### src/rtl/ps2_pkg.sv
// Shared constants and types for the PS/2 set-2 scan code decoder.
package ps2_pkg;

  localparam logic [7:0] SC_E0       = 8'hE0;
  localparam logic [7:0] SC_E1       = 8'hE1;
  localparam logic [7:0] SC_F0       = 8'hF0;
  localparam logic [7:0] SC_LSHIFT   = 8'h12;
  localparam logic [7:0] SC_RSHIFT   = 8'h59;
  localparam logic [7:0] SC_CAPS     = 8'h58;
  localparam logic [7:0] SC_KP_SLASH = 8'h4A;
  localparam logic [7:0] SC_KP_ENTER = 8'h5A;

  // Bytes still to discard after the E1 that opens the Pause sequence.
  localparam logic [2:0] SKIP_LEN = 3'd7;

  typedef enum logic [2:0] {
    ST_IDLE,
    ST_EXT,
    ST_BRK,
    ST_EXT_BRK,
    ST_SKIP
  } dec_state_t;

endpackage

### src/rtl/ps2_scancode_decoder_if.sv
// Scan code input strobe and ASCII event valid/ready output of the decoder.
interface ps2_scancode_decoder_if;
  logic [7:0] scan_code;
  logic       scan_valid;
  logic [7:0] out_ascii;
  logic       out_valid;
  logic       out_ready;

  modport master (
    output scan_code, scan_valid, out_ready,
    input  out_ascii, out_valid
  );

  modport slave (
    input  scan_code, scan_valid, out_ready,
    output out_ascii, out_valid
  );
endinterface

### src/rtl/ps2_ascii_lut.sv
// Combinational set-2 make code to ASCII translation; 0x00 means no mapping.
module ps2_ascii_lut (
  input  logic [7:0] code,
  input  logic       shift,
  input  logic       caps,
  output logic [7:0] ascii
);
  logic [7:0] lo;
  logic [7:0] hi;
  logic       letter;
  logic       upper;

  always_comb begin
    lo = '0;
    hi = '0;
    case (code)
      8'h1C: {lo, hi} = {"a", "A"};  8'h32: {lo, hi} = {"b", "B"};  8'h21: {lo, hi} = {"c", "C"};
      8'h23: {lo, hi} = {"d", "D"};  8'h24: {lo, hi} = {"e", "E"};  8'h2B: {lo, hi} = {"f", "F"};
      8'h34: {lo, hi} = {"g", "G"};  8'h33: {lo, hi} = {"h", "H"};  8'h43: {lo, hi} = {"i", "I"};
      8'h3B: {lo, hi} = {"j", "J"};  8'h42: {lo, hi} = {"k", "K"};  8'h4B: {lo, hi} = {"l", "L"};
      8'h3A: {lo, hi} = {"m", "M"};  8'h31: {lo, hi} = {"n", "N"};  8'h44: {lo, hi} = {"o", "O"};
      8'h4D: {lo, hi} = {"p", "P"};  8'h15: {lo, hi} = {"q", "Q"};  8'h2D: {lo, hi} = {"r", "R"};
      8'h1B: {lo, hi} = {"s", "S"};  8'h2C: {lo, hi} = {"t", "T"};  8'h3C: {lo, hi} = {"u", "U"};
      8'h2A: {lo, hi} = {"v", "V"};  8'h1D: {lo, hi} = {"w", "W"};  8'h22: {lo, hi} = {"x", "X"};
      8'h35: {lo, hi} = {"y", "Y"};  8'h1A: {lo, hi} = {"z", "Z"};
      8'h16: {lo, hi} = {"1", "!"};  8'h1E: {lo, hi} = {"2", "@"};  8'h26: {lo, hi} = {"3", "#"};
      8'h25: {lo, hi} = {"4", "$"};  8'h2E: {lo, hi} = {"5", "%"};  8'h36: {lo, hi} = {"6", "^"};
      8'h3D: {lo, hi} = {"7", "&"};  8'h3E: {lo, hi} = {"8", "*"};  8'h46: {lo, hi} = {"9", "("};
      8'h45: {lo, hi} = {"0", ")"};
      8'h0E: {lo, hi} = {8'h60, 8'h7E};  8'h4E: {lo, hi} = {8'h2D, 8'h5F};  8'h55: {lo, hi} = {8'h3D, 8'h2B};
      8'h54: {lo, hi} = {8'h5B, 8'h7B};  8'h5B: {lo, hi} = {8'h5D, 8'h7D};  8'h5D: {lo, hi} = {8'h5C, 8'h7C};
      8'h4C: {lo, hi} = {8'h3B, 8'h3A};  8'h52: {lo, hi} = {8'h27, 8'h22};  8'h41: {lo, hi} = {8'h2C, 8'h3C};
      8'h49: {lo, hi} = {8'h2E, 8'h3E};  8'h4A: {lo, hi} = {8'h2F, 8'h3F};
      8'h29: {lo, hi} = {8'h20, 8'h20};
      8'h5A: {lo, hi} = {8'h0D, 8'h0D};
      8'h66: {lo, hi} = {8'h08, 8'h08};
      8'h0D: {lo, hi} = {8'h09, 8'h09};
      8'h76: {lo, hi} = {8'h1B, 8'h1B};
      default: {lo, hi} = '0;
    endcase
  end

  // Caps lock only affects letters; everything else follows shift alone.
  assign letter = (lo >= 8'h61) && (lo <= 8'h7A);
  assign upper  = letter ? (shift ^ caps) : shift;
  assign ascii  = upper ? hi : lo;

endmodule

### src/rtl/ps2_scancode_decoder.sv
// Set-2 prefix tracking, shift/caps state and ASCII event FIFO for a PS/2 keyboard.
module ps2_scancode_decoder
  import ps2_pkg::*;
#(
  parameter int unsigned FIFO_DEPTH = 4
) (
  input  logic                 clk,
  input  logic                 reset,
  ps2_scancode_decoder_if.slave bus,
  output logic                 shift_state,
  output logic                 caps_lock,
  output logic                 overflow
);
  localparam int unsigned AW = $clog2(FIFO_DEPTH);

  dec_state_t state_q, state_d;
  logic [2:0] skip_q, skip_d;
  logic       lshift_q, lshift_d;
  logic       rshift_q, rshift_d;
  logic       caps_q, caps_d;
  logic       push;
  logic [7:0] push_data;
  logic [7:0] lut_ascii;

  logic [7:0] mem [FIFO_DEPTH];
  logic [AW:0] wr_ptr, rd_ptr;
  logic        empty, full, pop, push_ok;

  assign shift_state = lshift_q | rshift_q;
  assign caps_lock   = caps_q;

  ps2_ascii_lut u_lut (
    .code  (bus.scan_code),
    .shift (shift_state),
    .caps  (caps_q),
    .ascii (lut_ascii)
  );

  always_ff @(posedge clk) begin
    if (reset) begin
      state_q  <= ST_IDLE;
      skip_q   <= '0;
      lshift_q <= 1'b0;
      rshift_q <= 1'b0;
      caps_q   <= 1'b0;
    end else begin
      state_q  <= state_d;
      skip_q   <= skip_d;
      lshift_q <= lshift_d;
      rshift_q <= rshift_d;
      caps_q   <= caps_d;
    end
  end

  always_comb begin
    state_d   = state_q;
    skip_d    = skip_q;
    lshift_d  = lshift_q;
    rshift_d  = rshift_q;
    caps_d    = caps_q;
    push      = 1'b0;
    push_data = lut_ascii;
    if (bus.scan_valid) begin
      case (state_q)
        ST_IDLE: begin
          if (bus.scan_code == SC_E0)          state_d = ST_EXT;
          else if (bus.scan_code == SC_F0)     state_d = ST_BRK;
          else if (bus.scan_code == SC_E1) begin
            state_d = ST_SKIP;
            skip_d  = SKIP_LEN;
          end
          else if (bus.scan_code == SC_LSHIFT) lshift_d = 1'b1;
          else if (bus.scan_code == SC_RSHIFT) rshift_d = 1'b1;
          else if (bus.scan_code == SC_CAPS)   caps_d   = ~caps_q;
          else                                 push     = (lut_ascii != 8'h00);
        end
        ST_EXT: begin
          if (bus.scan_code == SC_F0) begin
            state_d = ST_EXT_BRK;
          end else begin
            state_d = ST_IDLE;
            if (bus.scan_code == SC_KP_SLASH) begin
              push      = 1'b1;
              push_data = 8'h2F;
            end else if (bus.scan_code == SC_KP_ENTER) begin
              push      = 1'b1;
              push_data = 8'h0D;
            end
          end
        end
        ST_BRK: begin
          state_d = ST_IDLE;
          if (bus.scan_code == SC_LSHIFT) lshift_d = 1'b0;
          if (bus.scan_code == SC_RSHIFT) rshift_d = 1'b0;
        end
        ST_EXT_BRK: state_d = ST_IDLE;
        ST_SKIP: begin
          if (skip_q <= 3'd1) begin
            skip_d  = '0;
            state_d = ST_IDLE;
          end else begin
            skip_d = skip_q - 3'd1;
          end
        end
        default: state_d = ST_IDLE;
      endcase
    end
  end

  // Pointers carry one extra MSB so full and empty differ after wrap.
  assign empty   = (wr_ptr == rd_ptr);
  assign full    = (wr_ptr[AW] != rd_ptr[AW]) && (wr_ptr[AW-1:0] == rd_ptr[AW-1:0]);
  assign pop     = !empty && bus.out_ready;
  assign push_ok = push && (!full || pop);

  always_ff @(posedge clk) begin
    if (reset) begin
      wr_ptr   <= '0;
      rd_ptr   <= '0;
      overflow <= 1'b0;
    end else begin
      if (pop)     rd_ptr <= rd_ptr + (AW+1)'(1);
      if (push_ok) wr_ptr <= wr_ptr + (AW+1)'(1);
      if (push && full && !pop) overflow <= 1'b1;
    end
  end

  always_ff @(posedge clk) begin
    if (push_ok) mem[wr_ptr[AW-1:0]] <= push_data;
  end

  assign bus.out_valid = !empty;
  assign bus.out_ascii = empty ? '0 : mem[rd_ptr[AW-1:0]];

endmodule

### src/flat_wrapper.sv
// flat-port wrapper written by rule: the top's interface ports become plain ports
module ps2_scancode_decoder_flat import ps2_pkg::*;
#(
  parameter int unsigned FIFO_DEPTH = 4
)
  (clk, reset, shift_state, caps_lock, overflow, bus_scan_code, bus_scan_valid, bus_out_ready, bus_out_ascii, bus_out_valid);
  ps2_scancode_decoder_if bus_i ();
  input  logic clk;
  input  logic reset;
  output logic shift_state;
  output logic caps_lock;
  output logic overflow;
  input wire logic [$bits(bus_i.scan_code)-1:0] bus_scan_code;
  input wire logic [$bits(bus_i.scan_valid)-1:0] bus_scan_valid;
  input wire logic [$bits(bus_i.out_ready)-1:0] bus_out_ready;
  output wire logic [$bits(bus_i.out_ascii)-1:0] bus_out_ascii;
  output wire logic [$bits(bus_i.out_valid)-1:0] bus_out_valid;
  assign bus_i.scan_code = bus_scan_code;
  assign bus_i.scan_valid = bus_scan_valid;
  assign bus_i.out_ready = bus_out_ready;
  assign bus_out_ascii = bus_i.out_ascii;
  assign bus_out_valid = bus_i.out_valid;
  ps2_scancode_decoder #(.FIFO_DEPTH(FIFO_DEPTH)) u_core (.clk(clk), .reset(reset), .bus(bus_i), .shift_state(shift_state), .caps_lock(caps_lock), .overflow(overflow));
endmodule
### config.mk
export PLATFORM = sky130hd
export DESIGN_NAME = ps2_scancode_decoder_flat
export DESIGN_NICKNAME = d
export VERILOG_FILES = /design/src/rtl/ps2_pkg.sv /design/src/rtl/ps2_scancode_decoder_if.sv /design/src/rtl/ps2_ascii_lut.sv /design/src/rtl/ps2_scancode_decoder.sv /design/src/flat_wrapper.sv
export SDC_FILE = /design/constraint.sdc
export NUM_CORES = 1
export LEC_CHECK = 0
export BUFFER_PORTS_ARGS = -buffer_cell sky130_fd_sc_hd__buf_2
export CORE_UTILIZATION = 65
export CTS_CLUSTER_SIZE = 30
export DETAILED_ROUTE_END_ITERATION = 7
export HOLD_SLACK_MARGIN = 0.08
export PLACE_DENSITY = 0.91
export SKIP_LAST_GASP = 1
export SLEW_MARGIN = 25
export SYNTH_ARGS = -nofsm -noshare
export SYNTH_HDL_FRONTEND = slang
export SYNTH_SLANG_ARGS = --single-unit
export TNS_END_PERCENT = 50
### constraint.sdc
create_clock -name clk -period 8.25 [get_ports clk]
set_input_delay 1.65 -clock clk [delete_from_list [all_inputs] [get_ports clk]]
set_output_delay 1.65 -clock clk [all_outputs]
set_load 0.05 [all_outputs]
# Word-level counts from Yosys, hierarchy flattened
# Memory sizes are Yosys's and may differ from the RTL's. A register that Yosys moved wholly into a read port is not among the register bits.
# Index checks and enable logic that the tools add are counted.
# classes
multipliers,0
div_mod_pow,0
reduce_logical,19
n_shift,0
mux,48
n_addsub,3
n_eq_ne,25
n_bitwise,8
n_lt_le_gt_ge,3
# op_table
cell,n
$mux W8,7
$eq A8 B7 Y1 const B,4
$eq A8 B8 Y1 const B,3
$mux W1,24
$mux W3,8
$mux W16,1
$reduce_and A8 Y1,2
$ne A2 B1 Y1 const B,6
$pmux W3 S3,1
$eq A8 B5 Y1 const B,1
$ge A8 B7 Y1 const B,1
$le A8 B7 Y1 const B,1
$ne A2 B2 Y1 const B,4
$reduce_bool A8 Y1,1
$reduce_and A7 Y1,1
$add A3 B1 Y3 const B,2
$logic_and A1 B1 Y1,6
$mux W2,3
$not A1 Y1,6
$pmux W1 S2,3
$pmux W3 S2,1
$reduce_and A5 Y1,1
$ne A4 B1 Y1 const B,1
$reduce_bool A2 Y1,2
other kinds (14),16
# totals
latchBits,0
out_inout_bits,12
inputBits,12
word_cells,116
mem_count,2
mem_bits_ro,1792
ram_bits,32
register_bits,16
# mem_list
name,depth,word_bits,rd,rd_ports_with_merged_regs,write_ports,line_no,text
(name not given),128,14,1,0,0,ps2_ascii_lut.sv:16,case (code)
u_core.mem,4,8,1,1,1,ps2_scancode_decoder.sv:25,logic [7:0] mem [FIFO_DEPTH];

# Logic depth before layout (Yosys ltp)
# An unclocked memory read counts as a cell.
# depth
word_depth,18
depth_mapped,14
ltp_nobuf,11

# Hierarchy
# From an unflattened synthesis, not the netlist that was laid out.
# hier_totals
cells_unflattened,454
hier_area_um2,4162.7
# by_module_without_submodules
mod,area_each_um2,n_inst,cells_per_inst
ps2_scancode_decoder,2396.0,1,190
ps2_ascii_lut,1766.7,1,264

# Least setup slack after synthesis
# OpenSTA, ideal clock, no wires.
# synth_path
path_type,in2reg
startpoint,input port bus_scan_code[1]
endpoint,"memory u_core.mem[0][0], enable pin"
stages,13
arrival_time_ps,4228
path_slack_ps,3696
path_buffers,2
setup_time_ps,326
t_required_ps,7924
path_cell_list,buf_4 > inv_1 > ha_1 > buf_2 > nor3b_2 > nor3_1 > o2111ai_1 > o32ai_1 > a211o_1 > a22o_1 > o211a_4 > o2bb2ai_4 > and2_1
# synth_between
elab_chain_len,18
# synth_lines
element,line_no,text
"start, declared",flat_wrapper.sv:13,input wire logic [$bits(bus_i.scan_code)-1:0] bus_scan_code;
$mem_v2 Z128 W14,n/a,
$mux W16,ps2_ascii_lut.sv:16,
$ge A8 B7 Y1 or $le A8 B7 Y1 (tied branches),ps2_ascii_lut.sv:44,assign letter = (lo >= 8'h61) && (lo <= 8'h7A);
$logic_and A1 B1 Y1,ps2_ascii_lut.sv:44,
$mux W1,ps2_ascii_lut.sv:45,assign upper = letter ? (shift ^ caps) : shift;
$mux W8,ps2_ascii_lut.sv:46,assign ascii = upper ? hi : lo;
$reduce_bool A8 Y1,ps2_scancode_decoder.sv:75,else push = (lut_ascii != 8'h00);
$mux W1,ps2_scancode_decoder.sv:74,else if (bus.scan_code == SC_CAPS) caps_d = ~caps_q;
[... 2 more ...],n/a,
$mux W1,ps2_scancode_decoder.sv:68,else if (bus.scan_code == SC_E1) begin
$mux W1,ps2_scancode_decoder.sv:67,else if (bus.scan_code == SC_F0) state_d = ST_BRK;
$mux W1,ps2_scancode_decoder.sv:66,if (bus.scan_code == SC_E0) state_d = ST_EXT;
$pmux W1 S2 (*),ps2_scancode_decoder.sv:64,case (state_q)
$mux W1 (*),ps2_scancode_decoder.sv:63,if (bus.scan_valid) begin
$logic_and A1 B1 Y1 (*),ps2_scancode_decoder.sv:114,assign push_ok = push && (!full || pop);
$mux W1 (*),ps2_scancode_decoder.sv:129,if (push_ok) mem[wr_ptr[AW-1:0]] <= push_data;
$mux W1 (not written as such) (*),ps2_scancode_decoder.sv:129,
"end, declared",ps2_scancode_decoder.sv:25,
# Mark *: on every way between the ends. The rest lies on a longest branch, timed or not.

# Worst setup path after layout
# layout_path
startpoint,input port bus_scan_code[1]
endpoint,"memory u_core.mem[1][5], enable pin"
# Same word-level chain as after synthesis.

==> results.py <==
metrics = {
    "outcome": {
        "status": "finished clean",
    },
    "sta": {
        "setup_slack_ps": 3100,
        "hold_violations": 0,
        "layout_min_cycle_time_ps": 5150,
        "tns_ps": 0,
        "setup_viol": 0,
        "fin_crit_sh_pct": 62.4,
        "skew_ps": 11.7,
        "relSlewSlack_pct": 36.9,
        "max_freq_mhz": 194,
        "tightest_slew_ps": 947,
        "maxSlewViolCount": 0,
        "rsz0062_at_grt": "no",
    },
    "routing": {
        "detailedRoute.firstPassIterationCount": 6,
        "drc": 0,
        "initialDrtViolationCount": 532,
        "vias": 3945,
        "via_per_inst": 7.27,
        "routedWlPerCell_um": 22.1,
        "totalWireLength_mm": 12.0,
        "drtAntennaViolNets": 0,
    },
    "power_and_ir_drop": {
        "power_frac_comb_pct": 41.3,
        "ir_drop_mv": 0.240,
        "power_switching_w": 0.000328,
        "seq_power_share_pct": 37.1,
        "power_frac_clock_pct": 21.6,
        "power.density_mw_per_mm2": 189,
        "swShare_pct": 41.2,
        "finalPower_w": 0.000797,
        "p_leak_nw": 1.53,
        "p_int_w": 0.000469,
    },
    "floorplan": {
        "die_h_um": 81.4,
        "initial_core_util_pct": 68.4,
        "num_rows": 28,
        "die_area_mm2": 0.00663,
        "ios": 24,
        "core-area_mm2": 0.00599,
        "dieWidth_um": 81.4,
    },
    "yosys": {
        "synth_area_leaders": "edfxtp_1, dfxtp_1, nor2_1",
        "synth_top_cell_area_share_pct": 20.5,
        "synth_ff_type": "edfxtp_1",
        "ys_seq_area_share_pct": 29.3,
        "synth_fa_ha_area_share_pct": 4.27,
        "synth-edff-count": 28,
        "synth-xor-area-share_pct": 1.28,
        "synth_compound_area_share_pct": 24.0,
        "synth_top_family_by_area": "simple AND/OR/NAND/NOR gates",
        "synth_area_mm2": 0.00410,
        "synthSimpleGateAreaFrac_pct": 26.1,
        "synth.most_common_cell": "nor2_1",
        "synth_common_cells": "nor2_1, nand2_1, a21oi_1, edfxtp_1, o21ai_0",
        "synth.distinct_cells": 86,
        "yosys_register_bits": 46,
        "synth_nets": 501,
        "async_reset_ff_share_pct": 0,
        "yosysTopAreaCell": "edfxtp_1",
        "syn_area_per_cell_um2": 8.63,
        "synthMuxAreaShare_pct": 8.33,
        "yosys_warnings": 0,
        "syn-instance-count": 475,
    },
    "final_layout": {
        "area_growth_pct": 2.63,
        "diodes": 0,
        "nets": 493,
        "drive_gt1_share_pct": 13.0,
        "fin_util_pct": 70.2,
        "multi_input_area_mm2": 0.00263,
        "instances_no_fill": 543,
        "fillers": 492,
        "seqCellArea_mm2": 0.00120,
    },
    "setup_path": {
        "startpoint_type": "input pin",
        "worstSetupStartpoint": "bus_scan_code[1]",
        "path_max_fanout": 20,
        "reg2reg_from": "u_core.state_q[2]",
        "path_class": "input pin to flip-flop",
        "arrival_ps": 5110,
        "end_kind": "flip-flop",
        "worstPathRequired_ps": 8210,
    },
    "global_route": {
        "grt_pass1_wl_mm": 18.5,
        "grt_use_total_pct": 37.6,
        "antenna_found_initial": 0,
        "overflow": 0,
        "grt_max_degree": 54,
        "grt_pass1_vias": 3572,
    },
    "clock_tree": {
        "cts_made_buffers": 5,
        "clk_pin_slew_ps": 90,
        "clockRootBuffer": "clkbuf_8",
        "cts_tree": "done",
        "cts_sinks": 46,
        "cts_resized": 0,
        "clkLatencyLatePin_ps": 300,
        "hold_buffers": 0,
        "clockBufferDepth": 2,
        "htree_levels": 2,
        "cts_post_setup_buffers_inserted": 0,
    },
    "placed_design": {
        "dp_slack_ps": 2880,
        "gp_congestion": 0.973,
        "place_inst": 535,
        "numPortBuffers": 22,
        "place_hpwl_mm": 8.79,
    },
    "worst_hold_path": {
        "min_from": "u_core.overflow",
        "hold_class": "flip-flop to flip-flop",
    },
    "flow_run": {
        "max_cap_viol_count": 0,
    },
}
[power by group through the flow]
stage	Sequential, W	Clock [W]	Combinational, W
after floorplan	0.000285	0	0.000271
after global placement	0.000298	0	0.000319
after detailed placement	0.000302	0	0.000325
after CTS	0.000296	0.000170	0.000327
after global routing	0.000299	0.000180	0.000353
final	0.000296	0.000172	0.000329
[sequential cells by signal (all words and copies together), names as in the netlist, named ones only]
name / flops
u_core.rshift_q: 1
u_core.caps_lock: 1
u_core.lshift_q: 1
u_core.overflow: 1
u_core.skip_q: 3
u_core.rd_ptr: 3
u_core.mem: 28
u_core.state_q: 3
u_core.wr_ptr: 3
[kinds of logic after synthesis]
family,Yosys count
DFF,46
other,1
AOI/OAI and AO/OA,134
adders and majority gates,14
and+or+nand+nor,198
buffers and inverters,53
xor gates and xnor gates,6
muxes,23
[per-layer routing]
layer | routed length, µm | global-route usage [%] | vias up
li1 | - | - | 1767
met1 | 4570 | 46.7 | 1838
met2 | 5480 | 60.2 | 269
met3 | 1210 | 7.44 | 71
met4 | 753 | 22.5 | 0
met5 | 0 | 0 | -
[path summary, 6_finish.rpt]
check                          end  slack, ps  depth (start not counted)
setup / recovery  u_core.mem[1][5]       3100                         11
setup reg to reg  u_core.mem[1][5]       5310                          8
hold / removal     u_core.overflow        480                          2
hold reg to reg    u_core.overflow        480                          2
[cells in the final DEF, fill, tap and decap left out, types with 4 or more instances in the layout]
cell type / instances
nand4_1: 7
mux2i_1: 11
nor2_1: 51
mux4_2: 8
ha_1: 14
and2_1: 5
buf_2: 22
nand3_1: 18
nor2b_1: 15
and3_1: 5
o31ai_1: 5
dfxtp_1: 18
o211ai_1: 11
a211oi_1: 4
o2111ai_1: 7
a31oi_1: 7
nor4_1: 4
o21ai_1: 4
edfxtp_1: 28
o22ai_1: 7
o21ai_0: 25
clkbuf_8: 5
a21oi_1: 28
nand2b_1: 18
nand2_1: 31
nor3_1: 14
inv_1: 14
[critical path: stages]
cell,delay (ps)
buf_2,250
ha_1,740
nor2_1,160
o31ai_1,400
a21oi_1,80
o32ai_1,480
nor2_1,160
a22o_1,280
o211a_4,310
o2bb2ai_4,170
and2_1,400
[cell type report]
cell class	count	share of cell area, %
multi-input combinational	376	62.5
sequential	46	28.6
timing repair buffer	22	2.62
tap	75	2.23
clock buffer	5	1.64
inverter	16	1.43
clock inverter	3	1.04
[per-stage QoR]
step	instance area [µm²]	hold WS, ps
after detailed placement	4090	452
after floorplan	4100	450
after global placement	4090	457
after global routing	4210	510
final	4210	480
after CTS	4210	481
Note: power is estimated with default switching activity, not from simulation.
